**config.mk**
```make
export PLATFORM = sky130hd
export DESIGN_NAME = seq_gen_fsm
export DESIGN_NICKNAME = d
export VERILOG_FILES = /design/src/rtl/seq_gen_pkg.sv /design/src/rtl/seq_regfile.sv /design/src/rtl/seq_gen_fsm.sv
export SDC_FILE = /design/constraint.sdc
export NUM_CORES = 1
export LEC_CHECK = 0
export BUFFER_PORTS_ARGS = -buffer_cell sky130_fd_sc_hd__clkbuf_2
export CAP_MARGIN = 30
export CORE_AREA = 4 4 221 223
export CTS_CLUSTER_DIAMETER = 50
export DETAILED_ROUTE_END_ITERATION = 10
export DIE_AREA = 0 0 225 227
export PLACE_DENSITY = 0.68
export SLEW_MARGIN = 20
export SYNTH_ARGS = -nofsm -noshare
export SYNTH_HDL_FRONTEND = slang
export SYNTH_SLANG_ARGS = --single-unit
```
**constraint.sdc**
```tcl
create_clock -name Clk -period 15 [get_ports Clk]
set_input_delay 3 -clock Clk [delete_from_list [all_inputs] [get_ports Clk]]
set_output_delay 3 -clock Clk [all_outputs]
set_load 0.05 [all_outputs]
```
**src/rtl/seq_gen_pkg.sv**
```systemverilog
// Shared definitions for the sequence generator: FSM states, mode encodings
// and the run-length clipping rule.
package seq_gen_pkg;

   typedef enum logic [2:0] {
      ST_IDLE  = 3'd0,
      ST_LOAD0 = 3'd1,
      ST_LOAD1 = 3'd2,
      ST_CALC  = 3'd3,
      ST_DONE  = 3'd4
   } state_t;

   localparam logic MODE_FIB   = 1'b0;
   localparam logic MODE_ARITH = 1'b1;

   // A run always writes at least the two seed terms and never past the file.
   function automatic int eff_terms(input int num_terms, input int depth);
      if (num_terms < 2)
         return 2;
      else if (num_terms > depth)
         return depth;
      else
         return num_terms;
   endfunction

endpackage

```
**src/rtl/seq_regfile.sv**
```systemverilog
// DEPTH x WIDTH register file: one synchronous write port, three combinational
// read ports, asynchronous active-high clear.
module seq_regfile #(
   parameter int WIDTH = 16,
   parameter int DEPTH = 16,
   parameter int AW    = $clog2(DEPTH)
) (
   input  logic             i_clk,
   input  logic             i_rst,
   input  logic             i_we,
   input  logic [AW-1:0]    i_waddr,
   input  logic [WIDTH-1:0] i_wdata,
   input  logic [AW-1:0]    i_raddr_a,
   input  logic [AW-1:0]    i_raddr_b,
   input  logic [AW-1:0]    i_raddr_c,
   output logic [WIDTH-1:0] o_rdata_a,
   output logic [WIDTH-1:0] o_rdata_b,
   output logic [WIDTH-1:0] o_rdata_c
);

   logic [WIDTH-1:0] r_mem [DEPTH];

   always_ff @(posedge i_clk or posedge i_rst) begin
      if (i_rst) begin
         for (int k = 0; k < DEPTH; k++)
            r_mem[k] <= '0;
      end else if (i_we) begin
         r_mem[i_waddr] <= i_wdata;
      end
   end

   assign o_rdata_a = r_mem[i_raddr_a];
   assign o_rdata_b = r_mem[i_raddr_b];
   assign o_rdata_c = r_mem[i_raddr_c];

endmodule

```
**src/rtl/seq_gen_fsm.sv**
```systemverilog
// Fibonacci / arithmetic-progression sequence generator. One term is written
// into the register file per cycle; Start/valid handshakes are single-cycle.
module seq_gen_fsm
   import seq_gen_pkg::*;
#(
   parameter int WIDTH = 16,
   parameter int DEPTH = 16,
   parameter int AW    = $clog2(DEPTH)
) (
   input  logic             Clk,
   input  logic             Rst,
   input  logic             Start,
   input  logic             Mode,
   input  logic [WIDTH-1:0] Seed0,
   input  logic [WIDTH-1:0] Seed1,
   input  logic [AW:0]      NumTerms,
   input  logic [AW-1:0]    RdAddr,
   output logic [WIDTH-1:0] RdData,
   output logic [WIDTH-1:0] TermOut,
   output logic             TermValid,
   output logic             Busy,
   output logic             Done,
   output logic             Overflow,
   output state_t           o_dbg_state
);

   state_t           r_state;
   state_t           w_next;
   logic             r_mode;
   logic [WIDTH-1:0] r_seed0;
   logic [WIDTH-1:0] r_seed1;
   logic [AW:0]      r_n;
   logic [AW-1:0]    r_idx;
   logic             r_ovf;

   logic             w_we;
   logic [AW-1:0]    w_waddr;
   logic [WIDTH-1:0] w_wdata;
   logic [WIDTH-1:0] w_op_a;
   logic [WIDTH-1:0] w_op_b;
   logic             w_add_en;
   logic [WIDTH:0]   w_sum;
   logic [WIDTH-1:0] w_rd_a;
   logic [WIDTH-1:0] w_rd_b;
   logic             w_last;

   seq_regfile #(.WIDTH(WIDTH), .DEPTH(DEPTH), .AW(AW)) u_regfile (
      .i_clk     (Clk),
      .i_rst     (Rst),
      .i_we      (w_we),
      .i_waddr   (w_waddr),
      .i_wdata   (w_wdata),
      .i_raddr_a (r_idx - AW'(1)),
      .i_raddr_b (r_idx - AW'(2)),
      .i_raddr_c (RdAddr),
      .o_rdata_a (w_rd_a),
      .o_rdata_b (w_rd_b),
      .o_rdata_c (RdData)
   );

   // Adder operands: LOAD1 forms Seed0+step, CALC forms reg[i-1]+(reg[i-2] or step).
   always_comb begin
      w_op_a   = '0;
      w_op_b   = '0;
      w_add_en = 1'b0;
      case (r_state)
         ST_LOAD1: begin
            w_op_a   = r_seed0;
            w_op_b   = r_seed1;
            w_add_en = (r_mode == MODE_ARITH);
         end
         ST_CALC: begin
            w_op_a   = w_rd_a;
            w_op_b   = (r_mode == MODE_ARITH) ? r_seed1 : w_rd_b;
            w_add_en = 1'b1;
         end
         default: ;
      endcase
   end

   assign w_sum  = {1'b0, w_op_a} + {1'b0, w_op_b};
   assign w_last = ({1'b0, r_idx} == (r_n - (AW+1)'(1)));

   always_ff @(posedge Clk or posedge Rst) begin
      if (Rst)
         r_state <= ST_IDLE;
      else
         r_state <= w_next;
   end

   always_comb begin
      w_next  = r_state;
      w_we    = 1'b0;
      w_waddr = '0;
      w_wdata = '0;
      case (r_state)
         ST_IDLE: begin
            if (Start)
               w_next = ST_LOAD0;
         end
         ST_LOAD0: begin
            w_we    = 1'b1;
            w_wdata = r_seed0;
            w_next  = ST_LOAD1;
         end
         ST_LOAD1: begin
            w_we    = 1'b1;
            w_waddr = AW'(1);
            w_wdata = w_add_en ? w_sum[WIDTH-1:0] : r_seed1;
            w_next  = (r_n > (AW+1)'(2)) ? ST_CALC : ST_DONE;
         end
         ST_CALC: begin
            w_we    = 1'b1;
            w_waddr = r_idx;
            w_wdata = w_sum[WIDTH-1:0];
            w_next  = w_last ? ST_DONE : ST_CALC;
         end
         ST_DONE: w_next = ST_IDLE;
         default: w_next = ST_IDLE;
      endcase
   end

   // Run parameters are captured only when a Start is accepted.
   always_ff @(posedge Clk or posedge Rst) begin
      if (Rst) begin
         r_mode  <= 1'b0;
         r_seed0 <= '0;
         r_seed1 <= '0;
         r_n     <= '0;
         r_idx   <= '0;
         r_ovf   <= 1'b0;
      end else begin
         if (r_state == ST_IDLE && Start) begin
            r_mode  <= Mode;
            r_seed0 <= Seed0;
            r_seed1 <= Seed1;
            r_n     <= (AW+1)'(eff_terms(int'(NumTerms), DEPTH));
            r_idx   <= '0;
            r_ovf   <= 1'b0;
         end else if (w_we && w_add_en && w_sum[WIDTH]) begin
            r_ovf <= 1'b1;
         end
         if (r_state == ST_LOAD1)
            r_idx <= AW'(2);
         else if (r_state == ST_CALC)
            r_idx <= r_idx + AW'(1);
      end
   end

   assign TermValid   = w_we;
   assign TermOut     = w_wdata;
   assign Busy        = (r_state != ST_IDLE);
   assign Done        = (r_state == ST_DONE);
   assign Overflow    = r_ovf;
   assign o_dbg_state = r_state;

endmodule

```
# Yosys cells after proc, flatten, opt, wreduce, memory -nomap -nowiden
# Index checks and enable logic that the tools add are counted.
[totals]
regBits = 302
in_bits = 45
[classes]
add_sub_neg = 5
n_bitwise = 4
n_lt_le_gt_ge = 8
n_reduce_logical = 9
n_eq_ne = 6
n_mux = 31
[ops]
columns = ["op", "count"]
rows = [
  ["$bwmux 256", 1],
  ["$bmux 16 s4", 3],
  ["$mux 16", 9],
  ["$demux 16 s4", 1],
  ["$pmux 16 s2", 2],
  ["$pmux 16 s3", 1],
  ["$ge 5x5->1 const B", 4],
  ["$not 4->5", 4],
  ["$add 16x16->17", 1],
  ["$mux 4", 3],
  ["$pmux 3 s4", 1],
  ["$mux 5", 2],
  ["$mux 3", 3],
  ["$pmux 4 s2", 1],
  ["$eq 3x2->1 const B", 2],
  ["$reduce_bool 3->1", 2],
  ["$eq 4x5->1", 1],
  ["$gt 5x2->1 const B", 1],
  ["$gt 5x5->1 const B", 1],
  ["$lt 5x1->1 const B", 1],
  ["$lt 5x2->1 const B", 1],
  ["$sub 5x1->5 const B", 1],
  ["$add 4x1->4 const B", 1],
  ["$logic_and 1x1->1", 4],
  ["10 further kinds", 12],
]

# Depth between registers and ports, before layout
[logic_depth]
depth_word = 11
mapped_depth = 20
mapped_depth_nobuf = 18

# Cells and area by module
# A second synthesis with hierarchy kept.
[unflattened]
hier_cells = 1494
hier_area_um2 = 18990.7
[modules_own_cells]
columns = ["mod", "seq_area_each_um2", "area_each_um2", "n_inst", "cells_each"]
rows = [
  ["seq_regfile", 6406.1, 15332.2, 1, 991],
  ["seq_gen_fsm", 1151.1, 3658.5, 1, 503],
]

# Least setup slack after synthesis
# OpenSTA, ideal clock, no wires.
[synth_timing]
kind = "in2out"
start = "input RdAddr[0]"
end = "output RdData[0]"
t_arrival_ns = 4.971
stages = 4
setup_slack_ns = 7.029
n_path_buf = 2
cell_sequence = "buf_2 buf_1 mux4_2 mux4_2"
[synth_via]
elab_chain_len = 4
[synth_rtl]
columns = ["item", "line", "source"]
rows = [
  ["from (decl)", "seq_gen_fsm.sv:17", "input logic [AW-1:0] RdAddr,"],
  ["$not 4->5 (implied by the code)", "seq_regfile.sv:34", "assign o_rdata_c = r_mem[i_raddr_c];"],
  ["$bmux 16 s4", "seq_regfile.sv:34", ""],
  ["$mux 16 (implied by the code) (2 in series)", "seq_regfile.sv:34", ""],
  ["to (decl)", "seq_gen_fsm.sv:18", "output logic [WIDTH-1:0] RdData,"],
]
# Every way passes these cells. The select of a mux whose other input is x is not followed.

# Final worst setup path
[layout_timing]
start = "register r_idx[0]"
end = "output TermOut[15]"
[layout_via]
elab_chain_len = 10
[layout_rtl]
columns = ["item", "line", "source"]
rows = [
  ["from (decl)", "seq_gen_fsm.sv:33", "logic [AW-1:0] r_idx;"],
  ["from (signal assigned)", "seq_gen_fsm.sv:146", "r_idx <= r_idx + AW'(1);"],
  ["$sub 4x2->4", "seq_gen_fsm.sv:54", ".i_raddr_b (r_idx - AW'(2)),"],
  ["$not 4->5 (implied by the code)", "seq_regfile.sv:33", "assign o_rdata_b = r_mem[i_raddr_b];"],
  ["$bmux 16 s4", "seq_regfile.sv:33", ""],
  ["$mux 16 (implied by the code) (2 in series)", "seq_regfile.sv:33", ""],
  ["$mux 16", "seq_gen_fsm.sv:74", "w_op_b = (r_mode == MODE_ARITH) ? r_seed1 : w_rd_b;"],
  ["$pmux 16 s2", "seq_gen_fsm.sv:66", "case (r_state)"],
  ["$add 16x16->17 *", "seq_gen_fsm.sv:81", "assign w_sum = {1'b0, w_op_a} + {1'b0, w_op_b};"],
  ["$mux 16", "seq_gen_fsm.sv:109", "w_wdata = w_add_en ? w_sum[WIDTH-1:0] : r_seed1;"],
  ["$pmux 16 s3 *", "seq_gen_fsm.sv:96", "case (r_state)"],
  ["to (decl)", "seq_gen_fsm.sv:19", "output logic [WIDTH-1:0] TermOut,"],
]
# Mark *: on every way between the ends. The rest lies on a longest branch, timed or not. The select of a mux whose other input is x is not followed.

==> reports/results.ini <==
[worst_setup_path]
r2r_cells = 15
ff2ff_setup_slack_ns = 8.69
cp.required_ns = 12.00
r2r_start = r_idx[0]
critPathArrivalTime_ns = 7.02
critPathMaxFanout = 51
r2r_end = u_regfile.r_mem[221]
critical_path_class = register to primary output
endpoint_kind = primary output
start_kind = register

[drt]
routedWlPerCell_um = 25.0
ant_nets = 0
post_drt_via_cell_ratio = 6.24
drt-initial-drc-count = 1851
vias = 14600
drc = 0
drt_pass1_iterations = 7
routed_wirelength_um = 58600

[logic_synthesis]
avgSynthCellArea_sq_um = 11.0
syn-cell-area_sq_um = 18600
synth_enable_flop_cells = 0
syn-num-nets = 1760
postSynth.asyncResetShare_pct = 100
synth_warnings = 0
seq_area_frac_synth_pct = 40.5
synthCells = 1691
ys_ff_latch = 302
synthFlopType = dfrtp_1
ys_types = 59

[timing]
fmaxAchievable_ghz = 0.0998
rsz0062_at_grt = no
final-setup-viol-count = 0
slew_violations = 0
finalCritPeriodShare_pct = 66.8
min_period_ns = 10.02
hold_viol = 0
tightestPinTransition_ns = 1.01
fin_worst_skew_ns = 0.0259
hold_slack_ns = 0.512
relSlewSlack_pct = 32.7
fin_setup_tns_ns = 0

[clock_tree]
cts_tree = built
post-cts-setup-buffer-count = 0
post_cts_resize_count = 0
numCtsBuffers = 36
clock_latency_ns = 0.55
ctsHoldBuffers = 0
cts_sinks = 302
root_buffer = clkbuf_16
cts_htree_levels = 2
clock_path_buffers = 3
path_clk_slew_ns = 0.06

[global_route]
grt-ovfl-total = 0
first_global_vias = 14400
grt_pass1_wl_um = 89300
grt_max_degree = 109
grt_usage_pct = 22.9
antenna_found_initial = 2

[floorplan]
fp.coreArea_sq_um = 46600
die_x_um = 225
die_h_um = 227
rows = 79
start_util_pct = 40.0
design.die.area_sq_um = 51100
ioPinCount = 84

[pwr]
p_per_area_nw_per_um2 = 206
ir_drop_mv = 0.144
p_leak_uw = 0.00886

[worst_hold_path]
min-delay-start = r_seed0[7]
hold_path_end = r_seed0[7]
hp-class = register to register
whs_path_depth = 2

[run]
max_cap_viol_count = 0

[status]
status = finished, final reports clean

[cells_and_area]
final_common_cell = nand2_1
final_area_sq_um = 20800
final_util_pct = 44.8
area_delta_synth_final_pct = 11.9
final_cell_mix = nand2_1, dfrtp_1, o21ai_0
drive_above_1_share_pct = 26.3
nNetsFinal = 1778
n_antenna_cell = 0

[placement]
dp_hpwl_um = 36900
placed_area_sq_um = 19500
routabilityCongestion = 0.940
io_buffers = 83

==> power by group <==
part / total [uW] / internal [uW] / leakage (uW) / switching [uW]
Combinational: 2130 / 822 / 0.00420 / 1310
Clock: 867 / 499 / 0.000570 / 368
Sequential: 1300 / 1010 / 0.00409 / 291
==> stage by stage <==
step           cells  total power, uW  setup slack, ns
3_3_place_gp    2267             3310             5.64
4_1_cts         2332             4240             5.00
2_1_floorplan   1691             2730             3.65
5_1_grt         2340             4520             4.49
6_report        2340             4300             4.98
3_5_place_dp    2270             3360             5.54
==> layer usage <==
metal	wire length [um]	GRT usage (%)	up-vias
li1	-	-	6236
met5	22	0	-
met3	7230	6.86	164
met2	26200	34.7	951
met4	2870	10.3	4
met1	22200	30.7	7255
==> critical path: stages, from the launching register on <==
cell,delay [ns]
dfrtp_4,0.93
inv_1,0.19
ha_2,1.03
buf_4,0.59
mux4_2,0.57
mux4_2,0.47
mux2i_1,0.15
nor2_1,0.06
ha_1,0.45
nand4_1,0.19
or4b_1,0.49
a21oi_1,0.12
a211oi_1,0.08
xnor2_1,0.18
nand2_1,0.33
nand3_1,0.31
clkbuf_2,0.32
==> registers in the layout, indices dropped and copies added, names as in the netlist <==
| signal | cells |
|---|---|
| r_seed0 | 16 |
| r_mode | 1 |
| r_n | 5 |
| o_dbg_state | 3 |
| u_regfile.r_mem | 256 |
| r_seed1 | 16 |
| r_idx | 4 |
| Overflow | 1 |
==> synth_stat cells (3+ instances only) <==
| library cell | instances | area, sq um |
|---|---|---|
| buf_2 | 32 | 160 |
| inv_1 | 25 | 93.8 |
| nand2_1 | 416 | 1560 |
| nand4_1 | 4 | 25.0 |
| a31oi_1 | 14 | 87.6 |
| a211oi_1 | 4 | 30.0 |
| dfrtp_1 | 302 | 7560 |
| o21ai_0 | 245 | 1230 |
| mux2_2 | 3 | 33.8 |
| a21o_1 | 11 | 82.6 |
| buf_1 | 13 | 48.8 |
| and2_1 | 5 | 31.3 |
| nand2b_1 | 6 | 37.5 |
| nand3_1 | 16 | 80.1 |
| o211ai_1 | 3 | 22.5 |
| nor3_1 | 9 | 45.0 |
| mux4_2 | 240 | 5410 |
| a21oi_1 | 51 | 255 |
| xor2_1 | 10 | 87.6 |
| ha_1 | 23 | 288 |
| mux2i_1 | 22 | 220 |
| nor2b_1 | 8 | 50.1 |
| o31ai_1 | 3 | 22.5 |
| clkbuf_2 | 3 | 15.0 |
| xnor2_1 | 12 | 105 |
| nor2_1 | 70 | 263 |
| clkbuf_1 | 95 | 357 |
| a22oi_1 | 5 | 37.5 |
| buf_4 | 5 | 37.5 |
==> worst max-delay path by stage <==
stage	cells after the start	start	to
finish	16	r_idx[0]	TermOut[15]
global route	16	r_idx[0]	TermOut[15]
CTS	16	r_idx[0]	TermOut[15]
global placement	16	r_idx[0]	TermOut[15]
floorplan	1	Rst	Overflow
detailed placement	16	r_idx[0]	TermOut[15]
==> cell families after synthesis <==
kind of cell               Yosys count  synth area share [%]
xor gates and xnor gates            22                  1.03
AOI/OAI and AO/OA                  359                  10.7
buffers and inverters              175                  3.94
adders and majority gates           24                  1.65
and+or+nand+nor                    543                  11.6
DFF                                302                  40.5
muxes                              266                  30.5
==> layout make-up <==
cell class                      count  area, sq um
Fill cell                        4197        25700
Multi-Input combinational cell   1214        10400
Sequential cell                   302         7570
Clock buffer                       47         1010
Timing Repair Buffer              130          870
Tap cell                          607          759
Clock inverter                     15          144
Inverter                           25          101
Note: power is estimated with default switching activity, not from simulation.
